`src/rtl/run_trace_monitor.sv`:
```
// Run monitor: ends a run on halt (inst==0) or cycle timeout, then streams PC/REG/MEM records.
// Optional macro TRACE_PC_EN: emit PC records (with back-pressure on the machine) during RUN.
`timescale 1ns/1ps
module run_trace_monitor #(
   parameter int          DATA_W     = 32,
   parameter int          NUM_REGS   = 32,
   parameter int          REG_AW     = 5,
   parameter int unsigned MEM_BASE   = 32'h4000,
   parameter int          MEM_WORDS  = 4,
   parameter int          MAX_CYCLES = 64,
   parameter int          CNT_W      = 16
) (
   input  logic              clk,
   input  logic              reset,
   input  logic [DATA_W-1:0] pc,
   input  logic [31:0]       inst,
   output logic              cpu_stall,
   output logic [REG_AW-1:0] rf_addr,
   input  logic [DATA_W-1:0] rf_data,
   output logic [DATA_W-1:0] mem_addr,
   input  logic [DATA_W-1:0] mem_data,
   output logic              out_valid,
   input  logic              out_ready,
   output logic [1:0]        out_tag,
   output logic [DATA_W-1:0] out_data,
   output logic              done,
   output logic [1:0]        reason,
   output logic [CNT_W-1:0]  cycles
);

   typedef enum logic [2:0] {
      S_IDLE,
      S_RUN,
      S_DUMP_REGS,
      S_DUMP_MEM,
      S_DONE
   } state_t;

   localparam logic [1:0]        TAG_PC      = 2'd0;
   localparam logic [1:0]        TAG_REG     = 2'd1;
   localparam logic [1:0]        TAG_MEM     = 2'd2;
   localparam logic [1:0]        RSN_HALT    = 2'd1;
   localparam logic [1:0]        RSN_TIMEOUT = 2'd2;
   localparam logic [CNT_W-1:0]  LAST_CYCLE  = CNT_W'(MAX_CYCLES - 1);
   localparam logic [REG_AW-1:0] LAST_REG    = REG_AW'(NUM_REGS - 1);
   localparam logic [DATA_W-1:0] FIRST_MEM   = DATA_W'(MEM_BASE);
   localparam logic [DATA_W-1:0] LAST_MEM    = DATA_W'(MEM_BASE + MEM_WORDS - 1);

   state_t             state_q, state_d;
   logic [CNT_W-1:0]   cycles_q, cycles_d;
   logic [REG_AW-1:0]  rf_addr_q, rf_addr_d;
   logic [DATA_W-1:0]  mem_addr_q, mem_addr_d;
   logic [1:0]         reason_q, reason_d;
   logic               exec;

`ifndef TRACE_PC_EN
   logic unused_pc;
   assign unused_pc = ^pc;
`endif

   always_ff @(posedge clk or posedge reset) begin
      if (reset) begin
         state_q    <= S_IDLE;
         cycles_q   <= '0;
         rf_addr_q  <= '0;
         mem_addr_q <= '0;
         reason_q   <= 2'd0;
      end else begin
         state_q    <= state_d;
         cycles_q   <= cycles_d;
         rf_addr_q  <= rf_addr_d;
         mem_addr_q <= mem_addr_d;
         reason_q   <= reason_d;
      end
   end

   always_comb begin
      state_d    = state_q;
      cycles_d   = cycles_q;
      rf_addr_d  = rf_addr_q;
      mem_addr_d = mem_addr_q;
      reason_d   = reason_q;
      out_valid  = 1'b0;
      out_tag    = TAG_PC;
      out_data   = '0;
      cpu_stall  = 1'b1;
      exec       = 1'b0;

      case (state_q)
         S_IDLE: state_d = S_RUN;

         S_RUN: begin
`ifdef TRACE_PC_EN
            out_valid = 1'b1;
            out_tag   = TAG_PC;
            out_data  = pc;
            cpu_stall = !out_ready;
            exec      = out_ready;
`else
            cpu_stall = 1'b0;
            exec      = 1'b1;
`endif
            // Halt is tested first so it wins over a coincident timeout.
            if (exec) begin
               cycles_d = cycles_q + CNT_W'(1);
               if (inst == 32'd0) begin
                  reason_d  = RSN_HALT;
                  rf_addr_d = '0;
                  state_d   = S_DUMP_REGS;
               end else if (cycles_q == LAST_CYCLE) begin
                  reason_d  = RSN_TIMEOUT;
                  rf_addr_d = '0;
                  state_d   = S_DUMP_REGS;
               end
            end
         end

         S_DUMP_REGS: begin
            out_valid = 1'b1;
            out_tag   = TAG_REG;
            out_data  = rf_data;
            if (out_ready) begin
               if (rf_addr_q == LAST_REG) begin
                  mem_addr_d = FIRST_MEM;
                  state_d    = S_DUMP_MEM;
               end else begin
                  rf_addr_d = rf_addr_q + REG_AW'(1);
               end
            end
         end

         S_DUMP_MEM: begin
            out_valid = 1'b1;
            out_tag   = TAG_MEM;
            out_data  = mem_data;
            if (out_ready) begin
               if (mem_addr_q == LAST_MEM) begin
                  state_d = S_DONE;
               end else begin
                  mem_addr_d = mem_addr_q + DATA_W'(1);
               end
            end
         end

         S_DONE: ;

         default: state_d = S_IDLE;
      endcase

      // The machine runs freely while the monitor itself is held in reset.
      if (reset) begin
         cpu_stall = 1'b0;
      end
   end

   assign rf_addr  = rf_addr_q;
   assign mem_addr = mem_addr_q;
   assign done     = (state_q == S_DONE);
   assign reason   = reason_q;
   assign cycles   = cycles_q;

endmodule

```
`config.mk`:
```
export PLATFORM = sky130hd
export DESIGN_NAME = run_trace_monitor
export DESIGN_NICKNAME = d
export VERILOG_FILES = /design/src/rtl/run_trace_monitor.sv
export SDC_FILE = /design/constraint.sdc
export NUM_CORES = 1
export LEC_CHECK = 0
export ABC_AREA = 1
export CAP_MARGIN = 20
export CORE_MARGIN = 2
export CORE_UTILIZATION = 40
export CTS_BUF_LIST = sky130_fd_sc_hd__clkbuf_16
export DETAILED_ROUTE_END_ITERATION = 7
export GPL_ROUTABILITY_DRIVEN = 0
export MAX_ROUTING_LAYER = met4
export PLACE_DENSITY = 0.89
export SKIP_CTS_REPAIR_TIMING = 1
export SYNTH_ARGS = -nofsm -noshare
export SYNTH_HDL_FRONTEND = slang
export SYNTH_SLANG_ARGS = --single-unit
```
`constraint.sdc`:
```
create_clock -name clk -period 2.5 [get_ports clk]
set_input_delay 0.375 -clock clk [delete_from_list [all_inputs] [get_ports clk]]
set_output_delay 0.375 -clock clk [all_outputs]
set_load 0.01 [all_outputs]
```
==> results of run 1 <==
-- placed cells by master, fill, tap and decap left out, types with 2 or more instances in the layout --
master / netlist / routed
nand2_4: 1 / 2
clkinv_2: 0 / 2
nor2_4: 2 / 2
ha_1: 4 / 4
nor3_1: 14 / 14
o21ai_1: 13 / 13
clkdlybuf4s50_1: 0 / 190
nand4_1: 14 / 14
nor2_1: 99 / 98
nor2_2: 5 / 6
xnor2_1: 11 / 11
nand2_2: 4 / 3
nand3_1: 37 / 37
inv_1: 53 / 52
clkinvlp_4: 0 / 2
a22o_1: 32 / 32
o21ai_2: 5 / 5
nand3_2: 2 / 2
nand2_1: 159 / 159
inv_2: 3 / 4
dfrtp_1: 58 / 57
o21ai_0: 9 / 9
xor2_1: 22 / 22
nor3b_1: 2 / 2
buf_4: 4 / 2
clkbuf_16: 0 / 9
-- area by class of cell --
| type | count | area [um^2] |
|---|---|---|
| inverters | 58 | 232.7 |
| clock buffers | 9 | 225.2 |
| flip-flops and latches | 58 | 1453 |
| clock inverters | 6 | 58.81 |
| repair buffers | 194 | 1943 |
| fillers | 794 | 3478 |
| multi-input cells | 444 | 2307 |
| well taps | 133 | 166.4 |
-- how the worst min path moves through the flow --
stage / from / end / slack [ps]
2_1_floorplan: reason[0]$_DFFE_PP0P_ / reason[0]$_DFFE_PP0P_ / 510
4_1_cts: reason[0]$_DFFE_PP0P_ / reason[0]$_DFFE_PP0P_ / 490
3_5_place_dp: reason[0]$_DFFE_PP0P_ / reason[0]$_DFFE_PP0P_ / 470
5_1_grt: reason[0]$_DFFE_PP0P_ / reason[0]$_DFFE_PP0P_ / 540
6_report: reason[0]$_DFFE_PP0P_ / reason[0]$_DFFE_PP0P_ / 490
3_3_place_gp: reason[0]$_DFFE_PP0P_ / reason[0]$_DFFE_PP0P_ / 460
-- registers in the layout, indices dropped and copies added (netlist names) --
register  flops
cycles       16
mem_addr     32
reason        2
rf_addr       5
state_q       3
-- report_power, final --
part           leakage, nW  internal [mW]  switching [mW]
sequential           0.762          0.940               0
combinational         1.85          0.139          0.0480
clock                0.135          0.756           0.428
total                 2.75           1.84           0.476
-- cells by family (layout without fill, tap and decap cells) --
group / Yosys count / count (layout) / synth area share
AO/OA/AOI/OAI: 63 / 63 / 0.1160
XOR/XNOR: 33 / 33 / 0.07071
adder cells (fa/ha/maj): 4 / 4 / 0.01224
buffers and inverters: 74 / 267 / 0.08234
flip-flops: 58 / 58 / 0.3551
AND/OR/NAND/NOR: 344 / 344 / 0.3636
-- worst min-delay path: stages (launching register included) --
cell     delay (ps)
dfrtp_1         350
nand2_1          60
nand2_1          50
-- through the flow --
stage                     std cells  hold WS, ps  power (mW)
after floorplan                 576        505.0      0.9790
after global placement          887        460.5       1.140
after detailed placement        887        473.4       1.144
after CTS                       902        491.7       2.324
after global routing            902        538.3       2.380
final                           902        490.9       2.311
-- metal layers --
| metal | vias to the layer above | track usage | wire (um) |
|---|---|---|---|
| li1 | 2249 | - | - |
| met1 | 2133 | 0.2741 | 5163 |
| met2 | 207 | 0.4072 | 6522 |
| met3 | 31 | 0.05365 | 863 |
| met4 | 0 | 0.07333 | 251 |
| met5 | - | - | 0 |
==> metrics.yaml, run 1 <==
synthesis:
  syn_avg_cell_area_um2: 7.097
  synth_top_area_frac: 0.3551
  synthesis.instances: 576
  synth_area_leaders: "dfrtp_1, nand2_1, nor2_1, a22o_1, inv_1"
  ys_types: 36
  yosysSeqAreaShare: 0.3551
  ys_ff_latch: 58
  synth_area_um2: 4088
  yosysTopAreaCell: "dfrtp_1"
  synth-edff-count: 0
  synth_common_cells: "nand2_1, nor2_1, dfrtp_1, inv_1, nand3_1"
  synth_warnings: 0
  synthFlopType: "dfrtp_1"
  async_flop_share: 1.000
  synth_nets: 711
  yosysMostFrequentCell: "nand2_1"
sta:
  setup_viol_count_final: 0
  slew_headroom: 0.5091
  fmax_mhz: 410.3
  fin_crit_ps: 2437
  hold_violations: 0
  rsz0062_at_grt: "yes"
  fin_crit_sh: 0.9749
  worstMarginPinSlew_ps: 736.3
  layout_setup_ws_ps: 62.64
  slew_viol_final: 0
  finalClockSkew_ps: 6.800
  fin_setup_tns_ps: 0
setup_path:
  arrival_ps: 2060
  cp_slowest_cell: "clkdlybuf4s50_1"
  crit_family: "buffers and inverters"
  max_stage_delay_ps: 550
  crit_required_ps: 2120
  r2r-end: "mem_addr[1]$_DFFE_PP0P_"
  crit_path_end_kind: "primary output"
  startpoint: "state_q[1]$_DFFE_PP0P_"
  path_cells: "inv_2, nor2_4, nand2_4, inv_2, buf_8, a22o_1, clkdlybuf4s50_1"
  rr_worst_depth: 12
  path_class: "reg -> out"
  cpMostUsedCell: "inv_2"
  path_buf_inv: 4
  endpoint: "out_data[1]"
  cp-start-kind: "flip-flop"
  crit_fanout: 22
  path_depth: 7
  rrSetupSlack_ps: 360
  r2r_start: "mem_addr[0]$_DFFE_PP0P_"
cts:
  clk_latency_ps: 330
  cts_buffers: 9
  clock_path_buffers: 2
  tritoncts: "built"
  cts.reportedPaths.clkPinSlew_ps: 50
  clock_sinks: 58
  cts-root-buf: "clkbuf_16"
  htree_levels: 3
layout:
  drive_above_1_share: 0.06372
  diodes: 0
  finalInstanceArea_um2: 6386
  post-route-util: 0.6474
  finalNetCount: 900
  areaGrowthSynthToFinish_pct: 56.23
detailed_routing:
  drt_iter0_markers: 319
  ant_nets: 0
  wl_um: 12800
  dr_total_vias: 4620
  drc: 0
  viasPerCell: 5.122
  dr.pass1.iters: 5
  wire_per_inst_um: 14.19
placement:
  placed_cell_area_um2: 6072
  post-place-ws_ps: 202.5
  hpwlAfterDp_um: 9709
  port_buffers: 190
grt:
  antenna_found_initial: 0
  grt_max_degree: 59
  grt_pass1_vias: 4459
  grt_usage: 0.2365
  overflow: 0
  grt_first_pass_wirelength_um: 20660
power:
  p_leak_nw: 2.747
  powerDensity_nw_per_um2: 361.9
  ir_drop_v: 0.0002699
floorplan:
  core-area_um2: 9864
  die_width_um: 105.1
  top_level_ports: 223
  die_y_um: 105.1
  die_area_um2: 11040
  row_count: 36
  initial_core_util: 0.4144
run_status:
  outcome: "complete, no violations"
flow_run:
  drv_cap: 0
hold_path:
  holdCritPathClass: "reg -> reg"
  min_path_cells: 2
No activity file was read; power rests on OpenSTA's default activity.
==> inputs of run 2 (changes only) <==
- SLEW_MARGIN: not set -> 20
==> results of run 2 <==
Final layout, timing and power as in run 1 (identical DEF).
